$ cat config.mk
export PLATFORM = sky130hd
export DESIGN_NAME = p09_video_out
export DESIGN_NICKNAME = d
export VERILOG_FILES = /design/src/rtl/p09_video_out.sv
export SDC_FILE = /design/constraint.sdc
export NUM_CORES = 1
export LEC_CHECK = 0
export ABC_CLOCK_PERIOD_IN_PS = 1400
export CORE_ASPECT_RATIO = 0.75
export CORE_MARGIN = 3
export CORE_UTILIZATION = 25
export CTS_CLUSTER_SIZE = 20
export DETAILED_ROUTE_END_ITERATION = 12
export SETUP_SLACK_MARGIN = 0.3
export SYNTH_ARGS = -nofsm -noshare
export SYNTH_HDL_FRONTEND = slang
export SYNTH_SLANG_ARGS = --single-unit
$ cat constraint.sdc
create_clock -name clk -period 1.4 [get_ports clk]
set_input_delay 0.28 -clock clk [delete_from_list [all_inputs] [get_ports clk]]
set_output_delay 0.28 -clock clk [all_outputs]
set_load 0.1 [all_outputs]
$ cat src/rtl/p09_video_out.sv
// p09_video_out: delays sync/blank/line/frame markers by PIPE_DEPTH pixel ticks,
// gates colour with display enable and counts frames.
module p09_video_out #(
  parameter int   PIPE_DEPTH = 2,
  parameter int   COLOR_BITS = 2,
  parameter int   CNT_W      = 11,
  parameter logic SYNC_IDLE  = 1'b1
) (
  input  logic                    clk,
  input  logic                    reset,
  input  logic                    enable,
  input  logic                    hsync_in,
  input  logic                    vsync_in,
  input  logic                    hblank_in,
  input  logic                    vblank_in,
  input  logic signed [CNT_W-1:0] h_counter,
  input  logic signed [CNT_W-1:0] v_counter,
  input  logic [3*COLOR_BITS-1:0] rgb_in,
  output logic                    hsync,
  output logic                    vsync,
  output logic                    de,
  output logic [3*COLOR_BITS-1:0] rgb_out,
  output logic                    line_start,
  output logic                    frame_start,
  output logic [7:0]              frame_count
);
  localparam int W = 5 * PIPE_DEPTH;
  localparam logic [4:0] IDLE = {SYNC_IDLE, SYNC_IDLE, 3'b000};
  logic [W-1:0]            r_pipe;
  logic [3*COLOR_BITS-1:0] r_rgb;
  logic                    r_en_d;
  logic [7:0]              r_fc;
  logic [W-1:0]            w_shift;
  logic [4:0]              w_tuple;
  logic [4:0]              w_next;
  logic [4:0]              w_last;
  logic                    w_sol;
  assign w_sol   = h_counter == '0;
  assign w_tuple = {hsync_in, vsync_in, ~(hblank_in | vblank_in), w_sol, w_sol && v_counter == '0};
  // Stage 0 sits in the low bits; the final stage is the top 5 bits.
  if (PIPE_DEPTH == 1) begin : g_one
    assign w_shift = w_tuple;
  end else begin : g_many
    assign w_shift = {r_pipe[W-6:0], w_tuple};
  end
  assign w_next = w_shift[W-1 -: 5];
  assign w_last = r_pipe[W-1 -: 5];
  always_ff @(posedge clk or posedge reset) begin
    if (reset) begin
      r_pipe <= {PIPE_DEPTH{IDLE}};
      r_rgb  <= '0;
      r_en_d <= 1'b0;
      r_fc   <= '0;
    end else begin
      if (enable) begin
        r_pipe <= w_shift;
        r_rgb  <= w_next[2] ? rgb_in : '0;
      end
      r_en_d <= enable;
      r_fc   <= r_fc + {7'd0, frame_start};
    end
  end
  // Markers last only the cycle right after the enable edge that loaded them.
  assign hsync       = w_last[4];
  assign vsync       = w_last[3];
  assign de          = w_last[2];
  assign line_start  = w_last[1] & r_en_d;
  assign frame_start = w_last[0] & r_en_d;
  assign rgb_out     = r_rgb;
  assign frame_count = r_fc;
endmodule
### Word-level counts from Yosys, hierarchy flattened

Cells that the tools add are included.
Widths: inputs -> output; s select.

* reduce and logical (&&, ||, !) cells: 3
* mux-type cells: 1
* bitwise operators: 4
* $add $sub $neg: 1

Operator list (number)
* $logic_not 11->1: 2
* $add 8x1->8: 1
* $mux 6: 1
* $and 1x1->1: 2
* $logic_and 1x1->1: 1
* $not 1->1: 1
* $or 1x1->1: 1

* bits of input ports: 35
* flip-flop bits (word level): 25
* word-level logic and storage cells: 13
* output and inout port bits: 19

### Depth between registers and ports, before layout

* word-level depth: 2
* gate-level depth with buffers: 6
* gate-level depth less buffers: 6

### Worst setup path before layout

No wires, ideal clock.

* kind: reg-to-reg
* start: reg r_pipe[5]
* end: reg r_fc[6], in the netlist frame_count[6]
* stages on the path, launching flop included: 7
* setup slack: -0.776 ns
* library setup time: 0.158 ns
* period minus slack after synthesis: 2.176 ns
* path buffers: 0
* data required time: 1.242 ns
* data arrival time: 2.017 ns
* cells stage by stage: dfrtp_1 > and2_1 > ha_1 > ha_1 > and3_1 > nand3_1 > xnor2_1

* cells in the longest elaborated chain, start to end: 2

Ends and longest elaborated chain
* start, declared: line 29 `logic [W-1:0] r_pipe;`
* start signal, assigned: line 50 `r_pipe <= {PIPE_DEPTH{IDLE}};`
* start signal, assigned: line 56 `r_pipe <= w_shift;`
* $and 1x1->1: line 68 `assign frame_start = w_last[0] & r_en_d;`
* net frame_start: line 24 `output logic frame_start,`
* $add 8x1->8: line 60 `r_fc <= r_fc + {7'd0, frame_start};`
* end signal, assigned: line 60
* end, declared: line 32 `logic [7:0] r_fc;`

The timed path passes the listed nets, and every way through them passes these cells.
A chain may end at the register's enable or synchronous reset.

### Worst setup path after layout

* start: reg r_pipe[9]
* end: out hsync

RTL lines
* end, declared: line 19 `output logic hsync,`

No word-level cell between the ends.

==> metrics.md <==
| Metric | Value |
|---|---|
| Status | `complete, no violations` |
| Area after DPL | `1920 sq um` |
| CP Capture Type | `output port` |
| Internal power | `around 1300 uW` |
| Worst-Margin Slew | `0.313 ns` |
| TritonCTS sink count | `25` |
| Hold_buf cts | `0` |
| Leakage | `between 0.0009 and 0.001 uW` |
| Final net count | `~190` |
| # setup viols final | `0` |
| Total CTS buffers | `3` |
| Largest net degree at the start of global routing | `26` |
| RSZ-0062 raised after global routing | `true` |
| Average routed wire per standard cell | `about 13 um` |
| Ys Warns | `0` |
| Setup CP Type | `flip-flop to output port` |
| Placer Congestion | `about 0.69` |
| Critical Path Start Type | `flip-flop` |
| Syn_nets | `between 100 and 150` |
| IO Count | `54` |
| Worst skew pair latency | `~0.27 ns` |
| Initial antenna violation count | `0` |
| Critical Path Slowest Stage Cell | `dfstp_4` |
| Die Ht | `around 62 um` |
| Relative slew slack | `0.791` |
| DRC violations left | `0` |
| # diodes | `0` |
| 1st-pass router iterations | `4` |
| CTS tree | `built` |
| Max layer used | `met4` |
| Psw | `615 uW` |
| CP delay by family, top | `flip-flops` |
| GR Overflow Total | `0` |
| Commonest non-fill, non-tap cells in the layout | `clkdlybuf4s50_1 (29), buf_12 (20), dfrtp_2 (14), buf_4 (13), inv_1 (9)` |
| First-pass GRT wire length | `between 4000 and 5000 um` |
| Final worst path period share | `0.966` |
| Comb pwr share | `0.323` |
| Port buffer count | `53` |
| CP peak stage delay | `between 0.6 and 0.7 ns` |
| Final Hold Fails | `0` |
| Design area | `~2100 sq um` |
| Slew Viols, Final | `0` |
| Total power | `1870 uW` |
| Number of max-cap violations | `0` |
| Met2 WL | `between 1000 and 1500 um` |
| DP HPWL | `1990 um` |
| DIE AREA | `about 5100 sq um` |
| CTS Buffer Depth | `2` |
| Initial Util | `0.274` |
| Layout Skew | `roughly 0.0047 ns` |
| Critical Path Fanout Max | `2` |
| Layout area overhead | `100%` |
| Final antenna-violating net count | `0` |
| Final design utilization | `0.549` |
| DIE WIDTH | `roughly 81 um` |
| Post-Syn Instances | `between 80 and 90` |
| Most common cell after layout, fill and taps aside | `clkdlybuf4s50_1` |
| CP cell instances | `buf_12` |
| Core ar. | `3870 sq um` |
| Initial DRC count | `35` |
| Switching Share | `0.328` |
| Layout cells sized above 1 | `0.542` |
| Seq/Total Area, Yosys | `0.593` |
| Root buf cell | `clkbuf_8` |
| Buf/Inv on CP | `1` |
| H-tree Lvls | `1` |
| WL met1 | `between 1000 and 1500 um` |
| Worst Hold Class | `primary input to flip-flop` |
| Peak VDD IR | `approximately 0.45 mV` |
| Mean area per synthesized cell | `roughly 13 sq um` |
| Dpl ws | `-0.0844 ns` |
| Tmin final | `~1.4 ns` |
| Global-route usage over all layers | `0.108` |
| Clock power frac | `0.230` |
| Total wire length | `approximately 2700 um` |
| Sequential share of power | `0.447` |
| Setup Total Neg Slack | `0 ns` |
| Setup ws final | `0.0472 ns` |
| Max Freq | `roughly 0.74 GHz` |
| Met3 routed WL | `between 200 and 250 um` |
| #FFs+latches synth | `25` |
| CP required | `1.12 ns` |
| Number of core rows | `19` |
| Vias | `867` |
| Yosys cell types | `23` |
| Clk pin slew, worst setup/hold paths | `around 0.08 ns` |
| Critical path arrival | `1.07 ns` |
| Vias in the first global route | `around 950` |
| Pwr dens | `between 800 and 900 nW/um^2` |
| Mapped Area | `1060 sq um` |
| Vias/cell | `about 4.2` |
==> cells by family after synthesis <==
logic type	Yosys count	share of synthesized area
flops	25	0.593
buf+inv	12	0.0576
xor+xnor	6	0.0494
fa+ha+maj	2	0.0235
compound gates	8	0.0447
mux	8	0.0918
simple gates	24	0.140
==> synthesized netlist by cell type, drive strengths merged <==
cell type / n / area share
mux2: 8 / 0.092
ha: 2 / 0.024
xnor2: 4 / 0.033
xor2: 2 / 0.016
o21ai: 7 / 0.033
inv: 9 / 0.032
and2: 3 / 0.018
and3: 1 / 0.0059
nand4: 1 / 0.0059
nor2: 1 / 0.0035
nand3: 4 / 0.024
nor4b: 1 / 0.022
o22ai: 1 / 0.012
dfrtp: 21 / 0.49
and4: 1 / 0.0082
dfstp: 4 / 0.099
nor3: 1 / 0.0047
nor4: 4 / 0.024
buf: 3 / 0.026
nand2: 7 / 0.025
==> metal layers <==
layer  global-route usage  up-vias
met5                    0        -
met3               0.0447        2
met4               0.0253        0
li1                     -      423
met2                0.169       41
met1                0.136      401
==> metrics by stage <==
| step | hold WS (ns) | std cells |
|---|---|---|
| CTS | 0.347 | 204 |
| detailed placement | 0.496 | 190 |
| finish | 0.334 | 205 |
| global route | 0.354 | 205 |
| global placement | 0.488 | 190 |
| floorplan | 0.303 | 85 |
==> flip-flops by register name (all words and copies together) (netlist names) <==
| name | count |
|---|---|
| r_pipe | 10 |
| frame_count | 8 |
| rgb_out | 6 |
| r_en_d | 1 |
==> final cells by class <==
type	count	area, sq um
Clock inverter	1	7.51
Timing Repair Buffer	67	847
Multi-Input combinational cell	48	474
Inverter	9	33.8
Sequential cell	25	659
Tap cell	52	65.1
Clock buffer	3	41.3
Fill cell	323	1750
==> timing repair <==
action	CTS	global route
resized for setup	5	14
setup endpoints to repair	38	27
pin swaps	4	11
cloned	0	0
setup buffers	10	1
==> power by group through the flow <==
| stage | clock [uW] | combinational [uW] | sequential, uW |
|---|---|---|---|
| global route | 468 | 629 | 847 |
| CTS | 453 | 606 | 841 |
| floorplan | 0 | 74.4 | 1090 |
| global placement | 0 | 591 | 854 |
| finish | 431 | 604 | 838 |
| detailed placement | 0 | 597 | 856 |
==> worst paths after layout <==
check | from | end | slack (ns) | cells past startpoint
worst max register to register | r_en_d | frame_count[6] | 0.06 | 6
worst min register to register | r_pipe[1] | r_pipe[6] | 0.51 | 1
worst max-delay path | r_pipe[9] | hsync | 0.05 | 1
max in group asynchronous | reset | r_pipe[3] | 0.76 | 3
min in group asynchronous | reset | frame_count[7] | 0.35 | 3
worst min-delay path | h_counter[8] | r_pipe[1] | 0.33 | 4
Power figures use the tool's default switching activity.
